`src/rtl/branch_queue_pkg.sv`:
```
// Shared types for the branch queue: pc/id/prediction types, queue sizing and entry layout.
package branch_queue_pkg;

    localparam int NB_BQ_ENTRY = 8;
    localparam int BQ_IDX_W    = $clog2(NB_BQ_ENTRY);
    localparam int BQ_PTR_W    = BQ_IDX_W + 1;

    typedef logic [31:0]         pc_t;
    typedef logic [7:0]          id_t;
    typedef logic [BQ_IDX_W-1:0] bqid_t;
    typedef logic [BQ_PTR_W-1:0] bqptr_t;

    typedef struct packed {
        logic taken;
        pc_t  pcnext;
    } bp_t;

    typedef struct packed {
        logic valid;
        logic resolved;
        logic taken;
        pc_t  pc;
        id_t  id;
        bp_t  bp;
        pc_t  target;
    } bq_entry_t;

    // Distance of a slot from the head; larger means younger.
    function automatic bqid_t bq_age(input bqid_t idx, input bqid_t head);
        return idx - head;
    endfunction

endpackage

```
`src/rtl/branch_queue_if.sv`:
```
// Push channel from decode and squash channel towards the front end.
interface bq_push_if;
    import branch_queue_pkg::*;

    logic  valid;
    pc_t   pc;
    id_t   id;
    bp_t   bp;
    bqid_t bqid;

    modport slave  (input valid, input pc, input id, input bp, output bqid);
    modport master (output valid, output pc, output id, output bp, input bqid);
endinterface

interface squash_if;
    import branch_queue_pkg::*;

    logic valid;
    id_t  id;
    pc_t  pc;

    modport master (output valid, output id, output pc);
    modport slave  (input valid, input id, input pc);
endinterface

```
`src/rtl/branch_queue_ptr.sv`:
```
// Circular-buffer pointer with an extra wrap bit; load has priority over increment.
module bq_ptr
    import branch_queue_pkg::*;
(
    input  logic   clk,
    input  logic   rstn,
    input  logic   inc_i,
    input  logic   load_i,
    input  bqptr_t load_val_i,
    output bqptr_t ptr_o
);

    bqptr_t ptr_q, ptr_d;

    always_comb begin
        ptr_d = ptr_q;
        if (load_i) begin
            ptr_d = load_val_i;
        end else if (inc_i) begin
            ptr_d = ptr_q + bqptr_t'(1);
        end
    end

    always_ff @(posedge clk or negedge rstn) begin
        if (!rstn) begin
            ptr_q <= '0;
        end else begin
            ptr_q <= ptr_d;
        end
    end

    assign ptr_o = ptr_q;

endmodule

```
`src/rtl/branch_queue.sv`:
```
// Branch queue: allocates a slot per pushed control-flow op, resolves it against the
// branch unit, truncates younger slots and emits a one-cycle squash on a mispredict.
module branch_queue
    import branch_queue_pkg::*;
(
    input  logic      clk,
    input  logic      rstn,
    bq_push_if.slave  bq_push_io,
    output logic      bq_full_o,
    output logic      bq_overflow_o,
    input  logic      bu_valid_i,
    input  bqid_t     bu_bqid_i,
    input  logic      bu_taken_i,
    input  pc_t       bu_target_i,
    input  logic      cm_valid_i,
    output logic      head_resolved_o,
    squash_if.master  squash_io
);

    bq_entry_t entries_q [NB_BQ_ENTRY];
    bq_entry_t entries_d [NB_BQ_ENTRY];
    logic      squash_valid_q, squash_valid_d;
    bqid_t     squash_idx_q, squash_idx_d;
    logic      overflow_q, overflow_d;

    bqptr_t    head_ptr, tail_ptr, misp_ptr;
    bqid_t     head_idx, tail_idx, misp_age;
    logic      full, resolve_ok, mispredict_now, pop, push_ok;
    bq_entry_t bu_entry, head_entry, sq_entry;

    assign head_idx   = head_ptr[BQ_IDX_W-1:0];
    assign tail_idx   = tail_ptr[BQ_IDX_W-1:0];
    assign full       = (head_idx == tail_idx) && (head_ptr[BQ_IDX_W] != tail_ptr[BQ_IDX_W]);
    assign bu_entry   = entries_q[bu_bqid_i];
    assign head_entry = entries_q[head_idx];
    assign sq_entry   = entries_q[squash_idx_q];

    assign resolve_ok     = bu_valid_i && bu_entry.valid;
    assign mispredict_now = resolve_ok &&
                            ((bu_taken_i != bu_entry.bp.taken) ||
                             (bu_taken_i && (bu_target_i != bu_entry.bp.pcnext)));

    // A head resolved this very cycle may retire immediately.
    assign pop     = cm_valid_i && head_entry.valid &&
                     (head_entry.resolved || (resolve_ok && (bu_bqid_i == head_idx)));
    assign push_ok = bq_push_io.valid && !full && !squash_valid_q && !mispredict_now;

    // Slots below the head index belong to the head's next lap.
    assign misp_ptr = {(bu_bqid_i >= head_idx) ? head_ptr[BQ_IDX_W] : ~head_ptr[BQ_IDX_W], bu_bqid_i};
    assign misp_age = bq_age(bu_bqid_i, head_idx);

    bq_ptr u_head_ptr (
        .clk        (clk),
        .rstn       (rstn),
        .inc_i      (pop),
        .load_i     (1'b0),
        .load_val_i ('0),
        .ptr_o      (head_ptr)
    );

    bq_ptr u_tail_ptr (
        .clk        (clk),
        .rstn       (rstn),
        .inc_i      (push_ok),
        .load_i     (mispredict_now),
        .load_val_i (misp_ptr + bqptr_t'(1)),
        .ptr_o      (tail_ptr)
    );

    always_comb begin
        entries_d = entries_q;
        if (resolve_ok) begin
            entries_d[bu_bqid_i].resolved = 1'b1;
            entries_d[bu_bqid_i].taken    = bu_taken_i;
            entries_d[bu_bqid_i].target   = bu_target_i;
        end
        if (mispredict_now) begin
            for (int i = 0; i < NB_BQ_ENTRY; i++) begin
                if (bq_age(bqid_t'(i), head_idx) > misp_age) begin
                    entries_d[i].valid = 1'b0;
                end
            end
        end
        if (pop) begin
            entries_d[head_idx].valid = 1'b0;
        end
        if (push_ok) begin
            entries_d[tail_idx] = '{valid: 1'b1, resolved: 1'b0, taken: 1'b0,
                                    pc: bq_push_io.pc, id: bq_push_io.id,
                                    bp: bq_push_io.bp, target: '0};
        end
    end

    always_comb begin
        squash_valid_d = mispredict_now;
        squash_idx_d   = mispredict_now ? bu_bqid_i : squash_idx_q;
        overflow_d     = overflow_q || (bq_push_io.valid && full);
    end

    always_ff @(posedge clk or negedge rstn) begin
        if (!rstn) begin
            entries_q      <= '{default: '0};
            squash_valid_q <= 1'b0;
            squash_idx_q   <= '0;
            overflow_q     <= 1'b0;
        end else begin
            entries_q      <= entries_d;
            squash_valid_q <= squash_valid_d;
            squash_idx_q   <= squash_idx_d;
            overflow_q     <= overflow_d;
        end
    end

    // The mispredicted slot keeps its data during the squash cycle since pushes are blocked then.
    assign squash_io.valid = squash_valid_q;
    assign squash_io.id    = squash_valid_q ? sq_entry.id : '0;
    assign squash_io.pc    = squash_valid_q ? (sq_entry.taken ? sq_entry.target : sq_entry.pc + 32'd4) : '0;

    assign bq_push_io.bqid = tail_idx;
    assign bq_full_o       = full;
    assign bq_overflow_o   = overflow_q;
    assign head_resolved_o = head_entry.valid && head_entry.resolved;

endmodule
```
`src/flat_wrapper.sv`:
```
// flat-port wrapper written by rule: the top's interface ports become plain ports
module branch_queue_flat import branch_queue_pkg::*;
  (clk, rstn, bq_full_o, bq_overflow_o, bu_valid_i, bu_bqid_i, bu_taken_i, bu_target_i, cm_valid_i, head_resolved_o, bq_push_io_valid, bq_push_io_pc, bq_push_io_id, bq_push_io_bp, bq_push_io_bqid, squash_io_valid, squash_io_id, squash_io_pc);
  bq_push_if bq_push_io_i ();
  squash_if squash_io_i ();
  input  logic clk;
  input  logic rstn;
  output logic bq_full_o;
  output logic bq_overflow_o;
  input  logic bu_valid_i;
  input  bqid_t bu_bqid_i;
  input  logic bu_taken_i;
  input  pc_t bu_target_i;
  input  logic cm_valid_i;
  output logic head_resolved_o;
  input wire logic [$bits(bq_push_io_i.valid)-1:0] bq_push_io_valid;
  input wire logic [$bits(bq_push_io_i.pc)-1:0] bq_push_io_pc;
  input wire logic [$bits(bq_push_io_i.id)-1:0] bq_push_io_id;
  input wire logic [$bits(bq_push_io_i.bp)-1:0] bq_push_io_bp;
  output wire logic [$bits(bq_push_io_i.bqid)-1:0] bq_push_io_bqid;
  output wire logic [$bits(squash_io_i.valid)-1:0] squash_io_valid;
  output wire logic [$bits(squash_io_i.id)-1:0] squash_io_id;
  output wire logic [$bits(squash_io_i.pc)-1:0] squash_io_pc;
  assign bq_push_io_i.valid = bq_push_io_valid;
  assign bq_push_io_i.pc = bq_push_io_pc;
  assign bq_push_io_i.id = bq_push_io_id;
  assign bq_push_io_i.bp = bq_push_io_bp;
  assign bq_push_io_bqid = bq_push_io_i.bqid;
  assign squash_io_valid = squash_io_i.valid;
  assign squash_io_id = squash_io_i.id;
  assign squash_io_pc = squash_io_i.pc;
  branch_queue u_core (.clk(clk), .rstn(rstn), .bq_push_io(bq_push_io_i), .bq_full_o(bq_full_o), .bq_overflow_o(bq_overflow_o), .bu_valid_i(bu_valid_i), .bu_bqid_i(bu_bqid_i), .bu_taken_i(bu_taken_i), .bu_target_i(bu_target_i), .cm_valid_i(cm_valid_i), .head_resolved_o(head_resolved_o), .squash_io(squash_io_i));
endmodule
```
`config.mk`:
```
export PLATFORM = sky130hd
export DESIGN_NAME = branch_queue_flat
export DESIGN_NICKNAME = d
export VERILOG_FILES = /design/src/rtl/branch_queue_pkg.sv /design/src/rtl/branch_queue_if.sv /design/src/rtl/branch_queue_ptr.sv /design/src/rtl/branch_queue.sv /design/src/flat_wrapper.sv
export SDC_FILE = /design/constraint.sdc
export NUM_CORES = 2
export LEC_CHECK = 0
export ABC_CLOCK_PERIOD_IN_PS = 7900
export CAP_MARGIN = 10
export CORE_ASPECT_RATIO = 1.2
export CORE_MARGIN = 1.5
export CORE_UTILIZATION = 50
export DETAILED_ROUTE_END_ITERATION = 10
export HOLD_SLACK_MARGIN = 0.1
export PLACE_DENSITY = 0.64
export SYNTH_ARGS = -nofsm -noshare
export SYNTH_HDL_FRONTEND = slang
export SYNTH_HIERARCHICAL = 1
export SYNTH_SLANG_ARGS = --single-unit
export TNS_END_PERCENT = 100
```
`constraint.sdc`:
```
create_clock -name clk -period 7.9 [get_ports clk]
set_clock_uncertainty 0.15 [all_clocks]
set_input_delay 1.185 -clock clk [delete_from_list [all_inputs] [get_ports clk]]
set_output_delay 1.185 -clock clk [all_outputs]
set_load 0.05 [all_outputs]
```
**Word-level counts from Yosys, hierarchy flattened**

Index checks and enable logic that the tools add are counted.

- $add $sub $neg: 13
- $lt $le $gt $ge: 16
- Equal/unequal tests: 5
- Mux-type cells: 49
- Bitwise operators: 5
- Reduce and logical (&&, ||, !) cells: 22

Operator list:

| kind | number |
|---|---|
| $bwmux 864 | 5 |
| $mux 864 | 3 |
| $demux 108 s3 | 5 |
| $bmux 108 s3 | 3 |
| $mux 108 | 6 |
| $mux 106 | 3 |
| $mux 107 | 1 |
| $mux 32 | 3 |
| $add 32x3->32 const B | 1 |
| $ne 32x32->1 | 1 |
| $gt 3x3->1 | 8 |
| $mux 1 | 17 |
| $ge 4x4->1 const B | 4 |
| $not 3->4 | 4 |
| $logic_and 1x1->1 | 15 |
| $add 4x1->4 const B | 3 |
| $lt 4x1->1 const B | 3 |
| $sub 3x3->3 const A | 4 |
| $mux 4 | 2 |
| $mux 8 | 1 |
| $eq 3x3->1 | 2 |
| $sub 1x3->3 const A | 2 |
| $sub 2x3->3 const A | 2 |
| $ge 3x3->1 | 1 |
| 6 further kinds | 11 |

- Bits in registers: 877
- Input port bits: 114

**Longest topological paths before layout**

- Depth after elaboration: 15
- Gate-level depth with buffers: 16
- Depth with buffers taken out: 11

**Modules after synthesis**

The synthesis kept the hierarchy.

By module, submodules not included:

| module | times used | cells each | area an instance (um2) |
|---|---|---|---|
| branch_queue | 1 | 3089 | 42004.0 |
| bq_ptr | 2 | 18 | 202.7 |

**Least setup slack after synthesis**

OpenSTA, ideal clock, no wires.

- Path type: register -> output
- Start: register u_core.squash_idx_q[2]
- End: output port squash_io_pc[24]
- Arrival: 6067 ps
- Required time: 6565 ps
- Setup slack: 498 ps
- Stages on the path, launching flop included: 15
- Path buffers: 5
- Path through: dfrtp_1 inv_1 buf_1 buf_1 clkbuf_1 buf_1 clkbuf_1 nand2_1 nand2_1 ha_1 nor2b_1 nand3b_1 nor3_1 a211oi_1 a2111oi_0

- Longest elaborated chain between the ends: 7

Ends and longest elaborated chain:

| item | line | RTL |
|---|---|---|
| from (decl) | branch_queue.sv:23 | `bqid_t squash_idx_q, squash_idx_d;` |
| from (signal assigned) | branch_queue.sv:109 | `squash_idx_q <= squash_idx_d;` |
| $not 3->4 (not written as such) (*) | branch_queue.sv:36 | `assign sq_entry = entries_q[squash_idx_q];` |
| $bmux 108 s3 (*) | branch_queue.sv:36 |  |
| $mux 106 (not written as such) (*) (2 in series) | branch_queue.sv:36 |  |
| $add 32x3->32 | branch_queue.sv:117 | `assign squash_io.pc = squash_valid_q ? (sq_entry.taken ? sq_entry.target : sq_entry.pc + 32'd4) : '0;` |
| $mux 32 (*) (2 in series) | branch_queue.sv:117 |  |
| to (decl) | flat_wrapper.sv:23 | `output wire logic [$bits(squash_io_i.pc)-1:0] squash_io_pc;` |

Every way passes the cells marked *; elsewhere a longest branch is shown, timed or not. The select of a mux whose other input is x is not followed.

**Worst setup path in the final report**

- Start: register u_core.squash_idx_q[0]
- End: output port squash_io_pc[24]

Same word-level chain as after synthesis.

==> run summary <==
total wire length: 120000 um
First DRT Iteration DRCs: 2028
WP data arrival: 5640 ps
ratio of cells with drive above 1 in the final layout: 27.4%
worst hold path cell count: 1
Longest Clk Path Bufs: 3
Mapped Area: 0.0424 mm^2
Worst-Margin Slew: 1350 ps
internal power: 13.0 mW
register area: 0.0220 mm^2
# setup viols final: 0
clk_lat worst skew: 670 ps
leading area contributor after synthesis: dfrtp_1
max-cap check violation count: 0
# clock sinks: 877
outcome: finished clean
synth top area cells: dfrtp_1 52%, mux2_2 13%, mux4_2 9.8%, mux2i_1 8.5%, mux2_1 3.7%
fin crit period: 6980 ps
fillers: 6726
via density per instance: 6.06
post-DR wirelength/cell: 27.3 um
Tcrit/Tclk final: 88.3%
Setup TNS: 0 ps
IO Pins: 161
Net Sw Frac: 34.9%
hold endpoint: u_core/bq_overflow_o
Relative slew margins: 9.82%
die area: 0.0866 mm^2
fraction of registers with async set/reset: 100%
critical path class: reg -> out
Reg clk slew, reported paths: 60 ps
Fin Hold WS: 313 ps
most common cell in the netlist: dfrtp_1
Fin. Hold Viols: 0
register area share after synthesis: 51.7%
post-route ant nets: 0
sequential power share: 39.5%
area of the multi-input gates: 0.0193 mm^2
crit-path max FO: 33
largest net degree at the start of global routing: 197
root buffer cell: clkbuf_16
first-pass GRT wire length: 182000 um
synthesis-to-layout area growth: 13.4%
Reg2Reg Capture Point: u_core/entries_q[295]
hold_buf cts: 0
Net Switching: 6.94 mW
yosys warns: 6
Die Wd: 269 um
commonest cells in the netlist: 877 x dfrtp_1, 474 x mux2_2, 359 x mux2i_1, 316 x nor2_1, 184 x mux4_2
DRC Markers: 0
Main synth FF type: dfrtp_1
syn avg cell area: 13.6 um^2
Max Fclk: 143 MHz
Gate power share: 38.9%
clock power share: 21.6%
vias in the first global route: 28600
data required time of the worst path: 6570 ps
port bufs: 160
pwr dens: 414 mW/mm^2
die height: 322 um
gpl congestion: 0.874
row count: 116
DP HPWL: 75900 um
synthesized instance count: 3125
Crit. End Element: output port
EDFF count, synth: 0
RR Startpoint: u_core/entries_q[43]
synth unique cells: 66
vias post-DR: 26700
Net count, final: 3353
Hold Crit Start: u_core/bq_overflow_o
PostCTS Resize Cnt: 0
total gr overflow: 0
# H-tree levels: 3
post-synth top area share: 51.7%
1st-pass router iterations: 5
Reg2Reg Setup Slack: 3060 ps
Critical Path Source Type: register
worst r2r path cells: 9
Leak Pwr: 21.1 nW
GRT Overall Usage: 28.3%
RSZ-0062 raised after global routing: no
core area: 0.0837 mm^2
postcts setup bufs: 0
Slew Limit Fails: 0
Starting Density: 50.6%
hold crit path type: reg -> reg
TritonCTS Buffers: 90
CTS tree: yes
Seq cells post-synth: 877
worst vdd ir: 191 uV
antenna violations before repair: 8
final cells by class:
type                    instances  share of cell area [%]
flip-flops and latches        877                    45.7
multi-input cells            1991                    40.2
clock buffers                 130                    5.38
repair buffers                228                    4.84
well taps                    1121                    2.92
clock inverters                25                   0.768
inverters                      24                   0.190
diodes                          4                  0.0208
worst max-delay path by stage:
stage | slack (ps) | cells after the start | to | from
floorplan | 500 | 14 | squash_io_pc[24] | u_core/squash_idx_q[2]
global placement | 1550 | 8 | squash_io_pc[19] | u_core/squash_idx_q[0]
detailed placement | 1580 | 10 | squash_io_pc[24] | u_core/squash_idx_q[0]
CTS | 810 | 10 | squash_io_pc[24] | u_core/squash_idx_q[0]
global route | 650 | 10 | squash_io_pc[24] | u_core/squash_idx_q[0]
finish | 920 | 10 | squash_io_pc[24] | u_core/squash_idx_q[0]
routing by layer:
metal  track usage [%]  share of wire, %  wire, um  vias to the layer above
met4              10.4               3.3      3930                        4
li1                  -                 -         -                    11500
met1              37.9                42     50400                    14200
met3              3.76               5.2      6200                      185
met2              47.1                50     59500                      770
met5                 0             0.022        27                        -
state kept, by name (all words and copies together) (netlist names):
name                     flops
u_core/squash_io.valid       1
u_core/bq_overflow_o         1
u_core/entries_q           864
u_core/u_head_ptr/ptr_o      4
u_core/u_tail_ptr/ptr_o      4
u_core/squash_idx_q          3
worst max-delay path, stage by stage (launching register included):
cell             delay [ps]
dfrtp_4                 890
buf_4                   350
mux4_2                  260
mux2_2                  180
ha_1                    180
nor2b_1                 330
nand3b_1                110
nor3_1                  590
a211oi_1                160
a2111oi_0               900
clkdlybuf4s50_1         970
metrics by stage:
step	cells	power (mW)	utilization (%)	setup slack [ps]	instance area, um^2
global route	4400	20.9	57.4	650	48100
detailed placement	4241	15.6	53.9	1580	45100
global placement	4240	15.2	53.9	1550	45100
CTS	4396	20.0	57.4	810	48100
floorplan	3135	13.0	-	498	42400
finish	4400	19.9	57.4	925	48100
cells by family after synthesis:
family | Yosys count | share of synthesized area (%)
compound gates | 187 | 3.04
xor+xnor | 62 | 1.28
fa+ha+maj | 27 | 0.814
buf+inv | 267 | 3.04
flops | 877 | 51.7
mux | 1157 | 34.5
other cells | 1 | 0.00884
simple gates | 547 | 5.52
cell usage in the layout, fill, tap and decap left out, types with 18 or more instances in the layout:
cell type,n
a21oi_1,50
buf_12,18
buf_4,51
clkbuf_1,24
clkbuf_16,92
clkdlybuf4s50_1,156
dfrtp_1,874
ha_1,26
inv_1,23
mux2_1,140
mux2_2,474
mux2i_1,359
mux4_2,184
nand2_1,109
nand3_1,31
nor2_1,312
o21ai_0,31
xnor2_1,36
xor2_1,26
power groups by stage:
stage	sequential [mW]	clock (mW)	combinational (mW)
after floorplan	7.41	0	5.64
after global placement	7.74	0	7.51
after detailed placement	7.93	0	7.71
after CTS	7.86	4.41	7.75
after global routing	8.13	4.59	8.22
final	7.87	4.31	7.74
Note: power is estimated with default switching activity, not from simulation.
